File: config.mk
export PLATFORM = sky130hd
export DESIGN_NAME = muldiv_unit_flat
export DESIGN_NICKNAME = d
export VERILOG_FILES = /design/src/rtl/muldiv_pkg.sv /design/src/rtl/muldiv_if.sv /design/src/rtl/muldiv_sign_adj.sv /design/src/rtl/muldiv_unit.sv /design/src/flat_wrapper.sv
export SDC_FILE = /design/constraint.sdc
export NUM_CORES = 1
export LEC_CHECK = 0
export BUFFER_PORTS_ARGS = -buffer_cell sky130_fd_sc_hd__buf_4
export CAP_MARGIN = 10
export CORE_MARGIN = 5
export CORE_UTILIZATION = 60
export DETAILED_ROUTE_END_ITERATION = 8
export GPL_ROUTABILITY_DRIVEN = 0
export PLACE_DENSITY = 0.95
export SYNTH_ARGS = -nofsm -noshare
export SYNTH_HDL_FRONTEND = slang
export SYNTH_SLANG_ARGS = --single-unit
export TNS_END_PERCENT = 30
File: constraint.sdc
create_clock -name clock -period 5.3 [get_ports clock]
set_clock_uncertainty 0.2 [all_clocks]
set_input_delay 1.06 -clock clock [delete_from_list [all_inputs] [get_ports clock]]
set_output_delay 1.06 -clock clock [all_outputs]
set_load 0.03 [all_outputs]
File: src/rtl/muldiv_pkg.sv
// rtl/muldiv_pkg.sv - shared encodings and sizing for the multiply/divide unit
package muldiv_pkg;

    localparam int MULDIV_WIDTH = 32;

    typedef enum logic [1:0] {
        OP_MULTU = 2'b00,
        OP_MULT  = 2'b01,
        OP_DIVU  = 2'b10,
        OP_DIV   = 2'b11
    } op_e;

    typedef enum logic [1:0] {
        ST_IDLE   = 2'b00,
        ST_RUN    = 2'b01,
        ST_FINISH = 2'b10
    } state_e;

    function automatic int cnt_width(input int w);
        return $clog2(w) + 1;
    endfunction

    localparam int CNT_W = cnt_width(MULDIV_WIDTH);

endpackage

File: src/rtl/muldiv_if.sv
// rtl/muldiv_if.sv - request/result bundle between the datapath and the multiply/divide unit
interface muldiv_if
    import muldiv_pkg::*;
#(
    parameter int WIDTH = MULDIV_WIDTH
);
    logic             Start;
    logic [1:0]       Op;
    logic [WIDTH-1:0] OperandA;
    logic [WIDTH-1:0] OperandB;
    logic             HiWrite;
    logic             LoWrite;
    logic [WIDTH-1:0] WriteData;
    logic             Busy;
    logic             Done;
    logic             DivByZero;
    logic [WIDTH-1:0] Hi;
    logic [WIDTH-1:0] Lo;

    modport master (
        output Start, Op, OperandA, OperandB, HiWrite, LoWrite, WriteData,
        input  Busy, Done, DivByZero, Hi, Lo
    );

    modport slave (
        input  Start, Op, OperandA, OperandB, HiWrite, LoWrite, WriteData,
        output Busy, Done, DivByZero, Hi, Lo
    );
endinterface

File: src/rtl/muldiv_sign_adj.sv
// rtl/muldiv_sign_adj.sv - operand magnitude conversion and signed result fix-up
module muldiv_sign_adj #(
    parameter int WIDTH = 32
) (
    input  logic             signed_op,
    input  logic [WIDTH-1:0] a_raw,
    input  logic [WIDTH-1:0] b_raw,
    output logic [WIDTH-1:0] a_mag,
    output logic [WIDTH-1:0] b_mag,
    output logic             neg_a,
    output logic             neg_b,
    input  logic             is_div,
    input  logic             dbz,
    input  logic             neg_res,
    input  logic             neg_rem,
    input  logic [WIDTH-1:0] res_hi,
    input  logic [WIDTH-1:0] res_lo,
    output logic [WIDTH-1:0] fix_hi,
    output logic [WIDTH-1:0] fix_lo
);
    logic [2*WIDTH-1:0] prod;
    logic [2*WIDTH-1:0] prod_neg;

    assign neg_a    = signed_op & a_raw[WIDTH-1];
    assign neg_b    = signed_op & b_raw[WIDTH-1];
    assign a_mag    = neg_a ? -a_raw : a_raw;
    assign b_mag    = neg_b ? -b_raw : b_raw;
    assign prod     = {res_hi, res_lo};
    assign prod_neg = -prod;

    always_comb begin
        fix_hi = res_hi;
        fix_lo = res_lo;
        if (is_div) begin
            // On a zero divisor the remainder holds |dividend|; restoring its sign yields the raw dividend.
            fix_hi = neg_rem ? -res_hi : res_hi;
            fix_lo = dbz ? '1 : (neg_res ? -res_lo : res_lo);
        end else if (neg_res) begin
            {fix_hi, fix_lo} = prod_neg;
        end
    end
endmodule

File: src/rtl/muldiv_unit.sv
// rtl/muldiv_unit.sv - iterative radix-2 multiply/divide unit with HI/LO registers
// Signed MULT/DIV are built in only when MULDIV_SIGNED_EN is defined.
module muldiv_unit
    import muldiv_pkg::*;
#(
    parameter int WIDTH = MULDIV_WIDTH
) (
    input logic     clock,
    input logic     Reset,
    muldiv_if.slave bus
);
    localparam int CW = cnt_width(WIDTH);

    state_e           state_q, state_d;
    op_e              op_q, op_d;
    logic [CW-1:0]    cnt_q, cnt_d;
    logic [WIDTH-1:0] acc_q, acc_d;
    logic [WIDTH-1:0] shr_q, shr_d;
    logic [WIDTH-1:0] opb_q, opb_d;
    logic [WIDTH-1:0] hi_q, hi_d;
    logic [WIDTH-1:0] lo_q, lo_d;
    logic             busy_q, busy_d;
    logic             done_q, done_d;
    logic             dbz_q, dbz_d;

    logic             is_div;
    logic             dbz_now;
    logic [WIDTH:0]   add_sum;
    logic [WIDTH:0]   shifted;
    logic [WIDTH:0]   sub_diff;
    logic [WIDTH-1:0] acc_step, shr_step;
    logic [WIDTH-1:0] a_mag, b_mag;
    logic [WIDTH-1:0] fix_hi, fix_lo;

    assign is_div  = (op_q == OP_DIVU) || (op_q == OP_DIV);
    assign dbz_now = is_div && (opb_q == '0);

`ifdef MULDIV_SIGNED_EN
    logic neg_a, neg_b;
    logic neg_res_q, neg_res_d;
    logic neg_rem_q, neg_rem_d;

    muldiv_sign_adj #(.WIDTH(WIDTH)) u_sign_adj (
        .signed_op (bus.Op[0]),
        .a_raw     (bus.OperandA),
        .b_raw     (bus.OperandB),
        .a_mag     (a_mag),
        .b_mag     (b_mag),
        .neg_a     (neg_a),
        .neg_b     (neg_b),
        .is_div    (is_div),
        .dbz       (dbz_now),
        .neg_res   (neg_res_q),
        .neg_rem   (neg_rem_q),
        .res_hi    (acc_step),
        .res_lo    (shr_step),
        .fix_hi    (fix_hi),
        .fix_lo    (fix_lo)
    );
`else
    assign a_mag  = bus.OperandA;
    assign b_mag  = bus.OperandB;
    assign fix_hi = acc_step;
    assign fix_lo = shr_step;
`endif

    // acc is the product high half / partial remainder; shr holds multiplier bits or dividend/quotient bits.
    always_comb begin
        add_sum  = {1'b0, acc_q} + (shr_q[0] ? {1'b0, opb_q} : '0);
        shifted  = {acc_q, shr_q[WIDTH-1]};
        sub_diff = shifted - {1'b0, opb_q};
        if (is_div) begin
            if (!sub_diff[WIDTH]) begin
                acc_step = sub_diff[WIDTH-1:0];
                shr_step = {shr_q[WIDTH-2:0], 1'b1};
            end else begin
                acc_step = shifted[WIDTH-1:0];
                shr_step = {shr_q[WIDTH-2:0], 1'b0};
            end
        end else begin
            acc_step = add_sum[WIDTH:1];
            shr_step = {add_sum[0], shr_q[WIDTH-1:1]};
        end
    end

    always_comb begin
        state_d = state_q;
        op_d    = op_q;
        cnt_d   = cnt_q;
        acc_d   = acc_q;
        shr_d   = shr_q;
        opb_d   = opb_q;
        hi_d    = hi_q;
        lo_d    = lo_q;
        busy_d  = busy_q;
        done_d  = 1'b0;
        dbz_d   = 1'b0;
`ifdef MULDIV_SIGNED_EN
        neg_res_d = neg_res_q;
        neg_rem_d = neg_rem_q;
`endif
        case (state_q)
            ST_IDLE, ST_FINISH: begin
                if (bus.Start) begin
                    state_d = ST_RUN;
                    busy_d  = 1'b1;
                    op_d    = op_e'(bus.Op);
                    cnt_d   = '0;
                    acc_d   = '0;
                    shr_d   = a_mag;
                    opb_d   = b_mag;
`ifdef MULDIV_SIGNED_EN
                    neg_res_d = neg_a ^ neg_b;
                    neg_rem_d = neg_a;
`endif
                end else begin
                    state_d = ST_IDLE;
                    busy_d  = 1'b0;
                    if (bus.HiWrite) hi_d = bus.WriteData;
                    if (bus.LoWrite) lo_d = bus.WriteData;
                end
            end
            ST_RUN: begin
                acc_d = acc_step;
                shr_d = shr_step;
                cnt_d = cnt_q + CW'(1);
                if (cnt_q == CW'(WIDTH - 1)) begin
                    state_d = ST_FINISH;
                    busy_d  = 1'b0;
                    done_d  = 1'b1;
                    dbz_d   = dbz_now;
                    hi_d    = fix_hi;
                    lo_d    = fix_lo;
                end
            end
            default: begin
                state_d = ST_IDLE;
                busy_d  = 1'b0;
            end
        endcase
    end

    always_ff @(posedge clock or negedge Reset) begin
        if (!Reset) begin
            state_q <= ST_IDLE;
            op_q    <= OP_MULTU;
            cnt_q   <= '0;
            acc_q   <= '0;
            shr_q   <= '0;
            opb_q   <= '0;
            hi_q    <= '0;
            lo_q    <= '0;
            busy_q  <= 1'b0;
            done_q  <= 1'b0;
            dbz_q   <= 1'b0;
`ifdef MULDIV_SIGNED_EN
            neg_res_q <= 1'b0;
            neg_rem_q <= 1'b0;
`endif
        end else begin
            state_q <= state_d;
            op_q    <= op_d;
            cnt_q   <= cnt_d;
            acc_q   <= acc_d;
            shr_q   <= shr_d;
            opb_q   <= opb_d;
            hi_q    <= hi_d;
            lo_q    <= lo_d;
            busy_q  <= busy_d;
            done_q  <= done_d;
            dbz_q   <= dbz_d;
`ifdef MULDIV_SIGNED_EN
            neg_res_q <= neg_res_d;
            neg_rem_q <= neg_rem_d;
`endif
        end
    end

    assign bus.Busy      = busy_q;
    assign bus.Done      = done_q;
    assign bus.DivByZero = dbz_q;
    assign bus.Hi        = hi_q;
    assign bus.Lo        = lo_q;
endmodule

File: src/flat_wrapper.sv
// flat-port wrapper written by rule: the top's interface ports become plain ports
module muldiv_unit_flat import muldiv_pkg::*;
#(
    parameter int WIDTH = MULDIV_WIDTH
)
  (clock, Reset, bus_Start, bus_Op, bus_OperandA, bus_OperandB, bus_HiWrite, bus_LoWrite, bus_WriteData, bus_Busy, bus_Done, bus_DivByZero, bus_Hi, bus_Lo);
  muldiv_if #(.WIDTH(WIDTH)) bus_i ();
  input logic clock;
  input logic Reset;
  input wire logic [$bits(bus_i.Start)-1:0] bus_Start;
  input wire logic [$bits(bus_i.Op)-1:0] bus_Op;
  input wire logic [$bits(bus_i.OperandA)-1:0] bus_OperandA;
  input wire logic [$bits(bus_i.OperandB)-1:0] bus_OperandB;
  input wire logic [$bits(bus_i.HiWrite)-1:0] bus_HiWrite;
  input wire logic [$bits(bus_i.LoWrite)-1:0] bus_LoWrite;
  input wire logic [$bits(bus_i.WriteData)-1:0] bus_WriteData;
  output wire logic [$bits(bus_i.Busy)-1:0] bus_Busy;
  output wire logic [$bits(bus_i.Done)-1:0] bus_Done;
  output wire logic [$bits(bus_i.DivByZero)-1:0] bus_DivByZero;
  output wire logic [$bits(bus_i.Hi)-1:0] bus_Hi;
  output wire logic [$bits(bus_i.Lo)-1:0] bus_Lo;
  assign bus_i.Start = bus_Start;
  assign bus_i.Op = bus_Op;
  assign bus_i.OperandA = bus_OperandA;
  assign bus_i.OperandB = bus_OperandB;
  assign bus_i.HiWrite = bus_HiWrite;
  assign bus_i.LoWrite = bus_LoWrite;
  assign bus_i.WriteData = bus_WriteData;
  assign bus_Busy = bus_i.Busy;
  assign bus_Done = bus_i.Done;
  assign bus_DivByZero = bus_i.DivByZero;
  assign bus_Hi = bus_i.Hi;
  assign bus_Lo = bus_i.Lo;
  muldiv_unit #(.WIDTH(WIDTH)) u_core (.clock(clock), .Reset(Reset), .bus(bus_i));
endmodule
==> results of run 1 <==
cells by family (layout without fill, tap and decap cells):
kind of cell,count (synthesis),in the layout,synth area share [%]
simple gates,489,489,19.1
fa+ha+maj,67,67,7.27
buf+inv,138,263,4.75
compound gates,423,423,23.3
mux,55,55,4.80
flops,171,171,36.4
xor+xnor,56,56,4.34
layout by cell type, fill, tap and decap left out, drive strengths merged, types with 9 or more instances in the layout:
master and instances:
nor2 83, a211o 11, o31ai 25, a21boi 15
mux2i 44, a21o 35, a211oi 32, ha 65
nand4 18, xor2 16, dfrtp 171, a31oi 42
xnor2 40, o211ai 9, clkbuf 19, and2 38
nand3 31, nor2b 30, a21oi 80, o21ai 118
nor4 10, buf 181, mux2 11, nand2 233
nor3 16, inv 55, o21a 10
layer usage:
layer / routed length, um / vias up
met2: 18300 / 924
met3: 3850 / 286
met5: 0 / -
met4: 2840 / 0
li1: - / 5215
met1: 14000 / 5699
per-stage QoR:
step / instance area (sq um) / cells / util (%) / power [W]
after global routing: 13800 / 1789 / 71.0 / 0.0114
final: 13800 / 1789 / 71.0 / 0.0108
after detailed placement: 13100 / 1757 / 67.7 / 0.00894
after floorplan: 11700 / 1399 / - / 0.00720
after global placement: 13100 / 1757 / 67.7 / 0.00862
after CTS: 13800 / 1789 / 71.0 / 0.0105
layout make-up:
type                            count  share of cell area (%)
Clock inverter                     13                    1.47
Sequential cell                   171                    31.1
Timing Repair Buffer              181                    10.1
Tap cell                          265                    2.41
Clock buffer                       19                    3.29
Inverter                           50                    1.36
Multi-Input combinational cell   1090                    50.3
report_power, final:
group          internal (W)  leakage (nW)  total [W]  switching, W
clock network      0.000828         0.319    0.00142      0.000593
logic               0.00275          4.01    0.00682       0.00407
registers           0.00187          2.04    0.00252      0.000647
worst register-to-register path: cells and delay by family (launching register included):
kind / cells / cell delay, ps
DFF: 1 / 750
and+or+nand+nor: 2 / 450
AOI/OAI and AO/OA: 9 / 2400
adders and majority gates: 2 / 680
sequential cells by signal, indices dropped and copies added (netlist names):
name	cells
u_core.shr_q	32
u_core.cnt_q	6
u_core.state_q	2
u_core.bus.Done	1
u_core.bus.DivByZero	1
u_core.acc_q	32
u_core.op_q	1
u_core.bus.Hi	32
u_core.bus.Lo	32
u_core.opb_q	32
worst max-delay path by stage:
stage                                    end  slack, ps  cells after the start
2_1_floorplan  u_core.bus.Hi[19]$_DFFE_PN0P_       1850                     14
6_report       u_core.bus.Hi[31]$_DFFE_PN0P_        700                     13
4_1_cts        u_core.bus.Hi[19]$_DFFE_PN0P_        910                     13
3_5_place_dp   u_core.bus.Hi[31]$_DFFE_PN0P_       1040                     13
3_3_place_gp   u_core.bus.Hi[19]$_DFFE_PN0P_       1190                     13
5_1_grt        u_core.bus.Hi[19]$_DFFE_PN0P_        520                     13
==> summary.txt, run 1 <==
Run status
  – Outcome: complete, no violations

Synth
  – Top post-synthesis cells by area: dfrtp_1 36%, nand2_1 7.4%, ha_1 6.9%
  – Post-Syn Area: between 10000 and 15000 sq um
  – Top-count cell post-synth: nand2_1
  – Synthesis-stage register bit count: 171
  – Post-Syn Area per Cell: 8.40 sq um
  – Cell variety after synth: 71
  – Primary FF master, synth: dfrtp_1
  – Sequential area share after synthesis: a little over a third
  – Commonest cells post-synth: 233 x nand2_1, 171 x dfrtp_1, 110 x o21ai_0
  – Yosys top cell by area: dfrtp_1
  – Synth Warn #: 0
  – Gate Count Post-Synth: roughly 1400
  – Syn nets: 1569
  – Synth top area share: 36.4%
  – FFs w/ async S/R, synth: 100%
  – EDFF count, synth: 0

Timing
  – Setup-failing EPs final: 0
  – Final max-slew violation count: 0
  – Fin crit share: 86.9%
  – Setup TNS: 0 ps
  – Final Hold Fails: 0
  – Unrepaired setup endpoints after global routing: false
  – Setup ws final: 695 ps
  – Max frequency: 0.217 GHz
  – Worst-margin pin slew: ~1200 ps
  – Fin Hold WS: 281 ps
  – Min Tclk post-route: 4600 ps
  – Max-slew headroom: between 20% and 30%

Setup path
  – Critical Path RT: 5420 ps
  – Arrival time worst endpoint: 4730 ps
  – Startpoint Class: register
  – Worst R2R End: u_core.bus.Hi[31]$_DFFE_PN0P_
  – CP max stage cell: dfrtp_1
  – Reg2Reg Depth: 13
  – Crit path buffers/inverters: 0
  – Setup crit end kind: register
  – R2R Setup Slk: about 700 ps
  – CP peak stage delay: 750 ps
  – Critical-path cell list: and2_1, ha_1, fa_1, a21oi_1, o22ai_1, o31a_1, nand2_1, o21a_1, o21ai_0, a221o_1, a211oi_1, a211o_1, a31oi_1
  – Critical path peak fanout: 34
  – Crit Path Class: reg -> reg
  – CP startpoint: u_core.shr_q[0]$_DFFE_PN0P_
  – Reg2reg start: u_core.shr_q[0]$_DFFE_PN0P_
  – CP delay by family, top: compound AO/OA/AOI/OAI gates

Drt
  – Iter 0 DRT Violations: 1509
  – Vias: roughly 12000
  – DR pass1 iterations: 6
  – DR DRC count: 0
  – Vias per cell: 6.78
  – WL final: 39000 um
  – DR WL/cell: ~22 um
  – Post-route ant nets: 0

Job
  – Max Cap Viol: 0

Global routing
  – Met2 Use GR: 56.1%
  – Most used routing layer: met2
  – Initial antenna violation count: 0
  – Vias in the first global route: around 12000
  – All-layer global routing usage: approximately a third
  – Met3 Usage GRT: under 10%
  – First-pass GRT wire length: 61500 um
  – Grt total ovfl: 0
  – Grt met1 use: 41.6%
  – Pin count of the biggest net entering global routing: 109

Finish
  – Layout cell share with drive strength beyond 1: 16.0%
  – Nets: roughly 1700
  – Reg area: 4280 sq um
  – Area of the multi-input gates: 6940 sq um
  – Fillers: around 1300
  – Antenna diodes: 0
  – Area delta synth->final: 17.3%

Pwr
  – VDD IR-drop max: 0.565 mV
  – Pwr dens: 781 nW/um^2
  – Leakage: 6.37 nW

CTS
  – Post-CTS Setup Inserts: 0
  – TritonCTS clock tree: yes
  – Clock transition at the registers of the reported paths: ~70 ps
  – Root Buffer: clkbuf_16
  – Cts hold-fix bufs: 0
  – CTS buffer count: 17
  – Sink Count: 171
  – Largest buffer count on any clock path: 2
  – Post-CTS resize count: 0
  – Skew-Pair Late Insertion Delay: 460 ps
  – H-tree depth: 4

Floorplanning
  – I/O pin count: 170
  – Row cnt: 51
  – Core box area: 19400 sq um
  – Horiz. Die Dim: 150 um
  – Die H: 150 um
  – Initial Util: roughly three fifths
  – Die area: ~22000 sq um

Place
  – DP Worst Slack: a little over 1000 ps
  – Dpl hpwl: ~27000 um
  – I/O Buffers: 168

Hold path
  – Worst min-delay path startpoint: u_core.bus.Lo[1]$_DFFE_PN0P_
  – Hold Crit Class: reg -> reg
  – Hold depth: 2
  – Hold EP: u_core.bus.Lo[1]$_DFFE_PN0P_
(Power assumes the default switching activity.)
==> run 2, diff against run 1 <==
--- a/config.mk
+++ b/config.mk
@@ -9,9 +9,10 @@
 export CAP_MARGIN = 10
 export CORE_MARGIN = 5
 export CORE_UTILIZATION = 60
+export CTS_CLUSTER_SIZE = 8
 export DETAILED_ROUTE_END_ITERATION = 8
 export GPL_ROUTABILITY_DRIVEN = 0
-export PLACE_DENSITY = 0.95
+export PLACE_DENSITY = 0.8
 export SYNTH_ARGS = -nofsm -noshare
 export SYNTH_HDL_FRONTEND = slang
 export SYNTH_SLANG_ARGS = --single-unit
==> run 2 against run 1 <==
Via count is 7.6% lower. Sequential share of layout area increased by 0.20 points. Critical path depth did not move. Non-clock buffer count grew 1. Worst hold slack worse by 2.5 ps. Count of clock-buffer cells in the layout decreased by 1. Register-to-register slack improved by 220 ps. Combinational power fell by 3.4%. Sequential power fell by 2%. Critical path type unchanged. Highest routed layer unchanged.
==> summary.txt, run 2 (synthesized netlist as in run 1, its figures left out) <==
Run status
  – Outcome: complete, no violations (unchanged)

Pwr
  – VDD IR-drop max: 0.372 mV (was 0.565 mV)
  – Pwr dens: 753 nW/um^2 (was 781 nW/um^2)
  – Power consumption: 0.0103 W (was 0.0108 W)
  – Leakage: 6.32 nW (was 6.37 nW)

Drt
  – Top Metal Used: met4 (unchanged)
  – Met3 wire length: 2590 um (was 3850 um)
  – Vias per cell: 6.26 (was 6.78)
  – WL final: 35700 um (was 39000 um)
  – Iter 0 DRT Violations: 935 (was 1509)
  – DR pass1 iterations: 5 (was 6)
  – Wire length on met1: 14200 um (was 14000 um)
  – Post-route ant nets: 0 (unchanged)
  – DR DRC count: 0 (unchanged)
  – DR WL/cell: 20.0 um (was 21.8 um)
  – Vias: 11200 (was 12100)
  – Wire length on met2: 17300 um (was 18300 um)

Timing
  – Min Tclk post-route: 4390 ps (was 4600 ps)
  – Max frequency: 0.228 GHz (was 0.217 GHz)
  – Max-slew headroom: 28.8% (was 20.9%)
  – Final Hold Fails: 0 (unchanged)
  – Setup TNS: 0 ps (unchanged)
  – Unrepaired setup endpoints after global routing: false (unchanged)
  – Worst-margin pin slew: 1070 ps (was 1180 ps)
  – Fin crit share: 82.8% (was 86.9%)
  – Setup ws final: 912 ps (was 695 ps)
  – Setup-failing EPs final: 0 (unchanged)
  – Final max-slew violation count: 0 (unchanged)
  – Fin Hold WS: 279 ps (was 281 ps)

Finish
  – Area of the multi-input gates: 6940 sq um (about the same)
  – Reg area: 4280 sq um (unchanged)
  – Layout cell share with drive strength beyond 1: 16.1% (was 16.0%)
  – Antenna diodes: 0 (unchanged)
  – Fillers: 1571 (was 1343)
  – Nets: 1682 (was 1681)
  – Leading cell type in the layout, fill and taps excluded: nand2_1 (unchanged)
  – Area delta synth->final: 16.6% (was 17.3%)
  – Commonest non-fill, non-tap cells in the layout: 233 x nand2_1, 181 x buf_4, 170 x dfrtp_1 (was 233 x nand2_1, 178 x buf_4, 170 x dfrtp_1)

Setup path
  – Critical Path RT: 5410 ps (was 5420 ps)
  – CP peak stage delay: 730 ps (was 750 ps)
  – Arrival time worst endpoint: 4500 ps (was 4730 ps)
  – Reg2Reg Depth: 13 (unchanged)
  – Crit Path Class: reg -> reg (unchanged)
  – Startpoint Class: register (unchanged)
  – Setup crit end kind: register (unchanged)
  – Reg2reg start: u_core.shr_q[0]$_DFFE_PN0P_ (unchanged)
  – Critical-path cell list: and2_1, ha_1, fa_1, a21oi_1, o22ai_1, o31a_1, a21boi_0, o211ai_1, a41oi_1, xor2_1, nor2_1, a211oi_1, nor3_1 (was and2_1, ha_1, fa_1, a21oi_1, o22ai_1, o31a_1, nand2_1, o21a_1, o21ai_0, a221o_1, a211oi_1, a211o_1, a31oi_1)
  – CP max stage cell: dfrtp_1 (unchanged)
  – Critical path peak fanout: 34 (unchanged)
  – CP startpoint: u_core.shr_q[0]$_DFFE_PN0P_ (unchanged)

Job
  – Max Cap Viol: 0 (unchanged)

Floorplanning
  – Core box area: 19400 sq um (unchanged)
  – Initial Util: 60.5% (unchanged)
  – I/O pin count: 170 (unchanged)
  – Horiz. Die Dim: 150 um (unchanged)
  – Die H: 150 um (unchanged)
  – Die area: 22500 sq um (unchanged)
  – Row cnt: 51 (unchanged)

CTS
  – H-tree depth: 4 (unchanged)
  – Cts hold-fix bufs: 0 (unchanged)
  – Post-CTS Setup Inserts: 0 (unchanged)
  – TritonCTS clock tree: yes (unchanged)
  – Largest buffer count on any clock path: 2 (unchanged)
  – Clock transition at the registers of the reported paths: 80 ps (was 70 ps)
  – Sink Count: 171 (unchanged)
  – Root Buffer: clkbuf_16 (unchanged)
  – Skew-Pair Late Insertion Delay: 440 ps (was 460 ps)
  – CTS buffer count: 17 (unchanged)
  – Post-CTS resize count: 0 (unchanged)

Global routing
  – Pin count of the biggest net entering global routing: 98 (was 109)
  – Vias in the first global route: 10800 (was 11800)
  – First-pass GRT wire length: 56400 um (was 61500 um)
  – Grt total ovfl: 0 (unchanged)
  – All-layer global routing usage: 31.6% (was 34.6%)
  – Initial antenna violation count: 0 (unchanged)

Hold path
  – Worst min-delay path startpoint: u_core.bus.Lo[2]$_DFFE_PN0P_ (was u_core.bus.Lo[1]$_DFFE_PN0P_)
  – Hold depth: 2 (unchanged)
  – Hold Crit Class: reg -> reg (unchanged)

Place
  – I/O Buffers: 168 (unchanged)
  – DP Worst Slack: 951 ps (was 1040 ps)
  – Dpl hpwl: 26000 um (was 26800 um)
[run 2: cell count changes in the layout (fill, tap and decap cells not counted), moves of 3 or more]
| cell | change |
|---|---|
| clkinvlp_4 | +3 |
| inv_6 | +3 |
| clkinv_4 | -3 |
| bufinv_16 | -3 |
| buf_4 | +3 |
[run 2: cell type report]
class | instances | area share (%)
clock buffers | 18 | 3.13
well taps | 265 | 2.42
inverters | 50 | 1.37
repair buffers | 182 | 10.0
multi-input cells | 1090 | 50.7
clock inverters | 14 | 1.07
flip-flops and latches | 171 | 31.3
[run 2: through the flow]
step                area (sq um)  util, %  instances
floorplan                  11700        -       1399
CTS                        13700     70.6       1790
global placement           13100     67.6       1758
global route               13700     70.6       1790
detailed placement         13100     67.6       1758
finish                     13700     70.6       1790
[run 2: final timing paths]
| check | endpoint | slack (ps) |
|---|---|---|
| hold reg to reg | u_core.bus.Lo[2]$_DFFE_PN0P_ | 280 |
| hold / removal | u_core.bus.Lo[2]$_DFFE_PN0P_ | 280 |
| min in group asynchronous | u_core.opb_q[4]$_DFFE_PN0P_ | 470 |
| max in group asynchronous | u_core.bus.Hi[0]$_DFFE_PN0P_ | 3380 |
| setup reg to reg | u_core.bus.Hi[19]$_DFFE_PN0P_ | 910 |
| setup / recovery | u_core.bus.Hi[19]$_DFFE_PN0P_ | 910 |
[run 2: power breakdown]
| group | switching, W | total (W) | internal (W) |
|---|---|---|---|
| combinational | 0.00386 | 0.00659 | 0.00273 |
| sequential | 0.000586 | 0.00246 | 0.00187 |
| clock | 0.000594 | 0.00126 | 0.000666 |
[run 2: metal layers]
layer / vias to the layer above / GRT usage, %
met1: 5397 / 40.3
met2: 492 / 52.8
met5: - / 0
li1: 5207 / -
met3: 109 / 5.57
met4: 0 / 13.6
[run 2: worst max-delay path: cells and delay by family, from the launching register on]
kind	cells	cell delay (ps)
xor+xnor	1	180
flops	1	730
simple gates	3	490
fa+ha+maj	2	690
compound gates	7	1980
==> run 3, diff against run 2 <==
--- a/config.mk
+++ b/config.mk
@@ -5,14 +5,15 @@
 export SDC_FILE = /design/constraint.sdc
 export NUM_CORES = 1
 export LEC_CHECK = 0
+export ABC_AREA = 1
 export BUFFER_PORTS_ARGS = -buffer_cell sky130_fd_sc_hd__buf_4
 export CAP_MARGIN = 10
 export CORE_MARGIN = 5
-export CORE_UTILIZATION = 60
+export CORE_UTILIZATION = 54
 export CTS_CLUSTER_SIZE = 8
 export DETAILED_ROUTE_END_ITERATION = 8
 export GPL_ROUTABILITY_DRIVEN = 0
-export PLACE_DENSITY = 0.8
+export PLACE_DENSITY = 0.75
 export SYNTH_ARGS = -nofsm -noshare
 export SYNTH_HDL_FRONTEND = slang
 export SYNTH_SLANG_ARGS = --single-unit
==> constraint.sdc (replaced) <==
create_clock -name clock -period 3.5 [get_ports clock]
set_clock_uncertainty 0.2 [all_clocks]
set_input_delay 0.7 -clock clock [delete_from_list [all_inputs] [get_ports clock]]
set_output_delay 0.7 -clock clock [all_outputs]
set_load 0.03 [all_outputs]
==> run 3 against run 2 <==
Sequential cell count unchanged. Count of clock-buffer cells in the layout down 1. Non-clock buffer count up 5. Final area up 8.2%. Routed wire length up 12%. Worst hold slack worse by 270 ps. Worst setup slack worse by 670 ps. Critical path type unchanged. Final cell count up 36%. Global-route usage down 1.2 points.
==> summary.txt, run 3 <==
Synth
  – Cell variety after synth: 42 (was 71)
  – EDFF count, synth: 0 (unchanged)
  – Post-Syn Area: 12700 sq um (was 11700 sq um)
  – Post-Syn Area per Cell: 6.46 sq um (was 8.40 sq um)
  – Sequential area share after synthesis: 33.6% (was 36.4%)
  – Top post-synthesis cells by area: dfrtp_1 34%, nand2_1 19%, a21oi_1 11% (was dfrtp_1 36%, nand2_1 7.4%, ha_1 6.9%)
  – Gate Count Post-Synth: 1974 (was 1399)
  – Yosys top cell by area: dfrtp_1 (unchanged)
  – FFs w/ async S/R, synth: 100% (unchanged)
  – Synth top area share: 33.6% (was 36.4%)
  – Synth Warn #: 0 (unchanged)
  – Synthesis-stage register bit count: 171 (unchanged)
  – Commonest cells post-synth: 660 x nand2_1, 270 x a21oi_1, 261 x inv_1 (was 233 x nand2_1, 171 x dfrtp_1, 110 x o21ai_0)
  – Primary FF master, synth: dfrtp_1 (unchanged)
  – Top-count cell post-synth: nand2_1 (unchanged)
  – Syn nets: 2144 (was 1569)

Setup path
  – Setup crit end kind: register (unchanged)
  – Startpoint Class: register (unchanged)
  – Reg2reg start: u_core.shr_q[31]$_DFFE_PN0P_ (was u_core.shr_q[0]$_DFFE_PN0P_)
  – Arrival time worst endpoint: 3380 ps (was 4500 ps)
  – Critical Path RT: 3620 ps (was 5410 ps)
  – Critical path peak fanout: 35 (was 34)
  – Crit Path Class: reg -> reg (unchanged)
  – CP startpoint: u_core.shr_q[31]$_DFFE_PN0P_ (was u_core.shr_q[0]$_DFFE_PN0P_)

Drt
  – Iter 0 DRT Violations: 1401 (was 935)
  – Vias: 13500 (was 11200)
  – DR WL/cell: 16.4 um (was 20.0 um)
  – Vias per cell: 5.52 (was 6.26)
  – WL final: 40100 um (was 35700 um)
  – DR DRC count: 0 (unchanged)
  – Post-route ant nets: 0 (unchanged)
  – DR pass1 iterations: 6 (was 5)

Run status
  – Outcome: complete, no violations (unchanged)

CTS
  – Skew-Pair Late Insertion Delay: 450 ps (was 440 ps)
  – H-tree depth: 4 (unchanged)
  – Largest buffer count on any clock path: 2 (unchanged)
  – CTS buffer count: 17 (unchanged)
  – Post-CTS resize count: 0 (unchanged)
  – Clock transition at the registers of the reported paths: 80 ps (about the same)
  – Post-CTS Setup Inserts: 0 (unchanged)
  – Sink Count: 171 (unchanged)
  – TritonCTS clock tree: yes (unchanged)
  – Root Buffer: clkbuf_16 (unchanged)
  – Cts hold-fix bufs: 0 (unchanged)

Floorplanning
  – Initial Util: 54.6% (was 60.5%)
  – Horiz. Die Dim: 164 um (was 150 um)
  – Die area: 26800 sq um (was 22500 sq um)
  – I/O pin count: 170 (unchanged)
  – Row cnt: 56 (was 51)
  – Die H: 164 um (was 150 um)
  – Core box area: 23300 sq um (was 19400 sq um)

Global routing
  – Met2 Use GR: 47.4% (was 52.8%)
  – First-pass GRT wire length: 65000 um (was 56400 um)
  – Pin count of the biggest net entering global routing: 76 (was 98)
  – Most used routing layer: met2 (unchanged)
  – Met3 Usage GRT: 4.37% (was 5.57%)
  – Grt met1 use: 42.3% (was 40.3%)
  – Vias in the first global route: 12800 (was 10800)
  – Grt total ovfl: 0 (unchanged)
  – Initial antenna violation count: 0 (unchanged)
  – All-layer global routing usage: 30.4% (was 31.6%)

Place
  – DP Area: 14200 sq um (was 13100 sq um)
  – Dpl hpwl: 30600 um (was 26000 um)
  – I/O Buffers: 168 (unchanged)

Timing
  – Fin Hold WS: 6.45 ps (was 279 ps)
  – Setup-failing EPs final: 0 (unchanged)
  – Min Tclk post-route: 3250 ps (was 4390 ps)
  – Unrepaired setup endpoints after global routing: false (unchanged)
  – Max-slew headroom: 27.2% (was 28.8%)
  – Setup TNS: 0 ps (unchanged)
  – Max frequency: 0.307 GHz (was 0.228 GHz)
  – Final Hold Fails: 0 (unchanged)
  – Worst-margin pin slew: 1090 ps (was 1070 ps)
  – Fin crit share: 93.0% (was 82.8%)
  – Final max-slew violation count: 0 (unchanged)

Finish
  – Leading cell type in the layout, fill and taps excluded: nand2_1 (unchanged)
  – Fillers: 2205 (was 1571)
  – Layout cell share with drive strength beyond 1: 11.6% (was 16.1%)
  – Finished Cell Area: 14800 sq um (was 13700 sq um)
  – Nets: 2280 (was 1682)
  – Antenna diodes: 0 (unchanged)
  – Area delta synth->final: 16.3% (was 16.6%)
  – Commonest non-fill, non-tap cells in the layout: 659 x nand2_1, 270 x a21oi_1, 259 x inv_1 (was 233 x nand2_1, 181 x buf_4, 170 x dfrtp_1)

Hold path
  – Hold Crit Class: in -> async (was reg -> reg)

Job
  – Max Cap Viol: 0 (unchanged)
[run 3: cell count changes in the layout (fill, tap and decap cells not counted), moves of 32 or more]
cell / previous run / this run
a21oi_1: 73 / 270
a31oi_1: 41 / 2
and2_1: 38 / 3
inv_1: 50 / 259
mux2i_1: 44 / 0
nand2_1: 233 / 659
nand3_1: 31 / 97
nor2_1: 82 / 146
xnor2_1: 39 / 7
[run 3: logic make-up (layout without fill, tap and decap cells)]
| group | count (synthesis) | count (layout) | share of synthesized area [%] |
|---|---|---|---|
| AND/OR/NAND/NOR | 967 | 967 | 30.8 |
| buffers and inverters | 332 | 481 | 10.7 |
| XOR/XNOR | 17 | 17 | 1.17 |
| flip-flops | 171 | 171 | 33.6 |
| adder cells (fa/ha/maj) | 67 | 67 | 6.70 |
| AO/OA/AOI/OAI | 420 | 420 | 17.0 |
[run 3: worst paths after layout]
kind                                                      end  slack [ps]  depth (start not counted)
worst max-delay path             u_core.acc_q[12]$_DFFE_PN0P_         250                         19
worst min-delay path            u_core.bus.Lo[24]$_DFFE_PN0P_           6                          1
worst max register to register   u_core.acc_q[12]$_DFFE_PN0P_         250                         19
worst min register to register    u_core.cnt_q[3]$_DFFE_PN0P_         300                          1
max in group asynchronous         u_core.opb_q[5]$_DFFE_PN0P_        2360                          2
min in group clock               u_core.opb_q[14]$_DFFE_PN0P_         250                          3
[run 3: metal layers]
metal / routed length [um] / vias up
li1: - / 6594
met1: 17300 / 6163
met2: 18100 / 616
met3: 2870 / 118
met4: 1820 / 0
met5: 0 / -
[run 3: area by class of cell]
class / instances / area (sq um) / share of cell area (%)
Timing Repair Buffer: 187 / 1450 / 9.75
Inverter: 262 / 986 / 6.65
Multi-Input combinational cell: 1471 / 7110 / 48.0
Clock buffer: 17 / 425 / 2.87
Clock inverter: 15 / 174 / 1.17
Tap cell: 319 / 399 / 2.69
Sequential cell: 171 / 4280 / 28.9
[run 3: critical path, cell delays in order (launching register included)]
cell and delay, ps:
dfrtp_1 340, inv_1 100, ha_1 250, fa_1 410, inv_1 80, nand2_1 50
nand2_1 110, nand3_1 110, nand2_2 130, nand2_2 60, nand2_2 140, nand2_2 90
nand2_2 80, nand2_2 60, nand2_4 340, nand2_1 90, nand3_1 110, nand2_1 80
nand2_1 150, o21ai_0 110
[run 3: per-stage QoR]
stage	std cells	util [%]	worst slack, ps
finish	2442	63.5	247
global route	2442	63.5	37.2
CTS	2442	63.5	288
detailed placement	2410	61.0	325
global placement	2410	61.0	358
floorplan	1974	-	695
Power of run 3 is left out: the tool's default activity adds up to more than one toggle a clock period on the data nets, which glitch-free logic cannot reach.
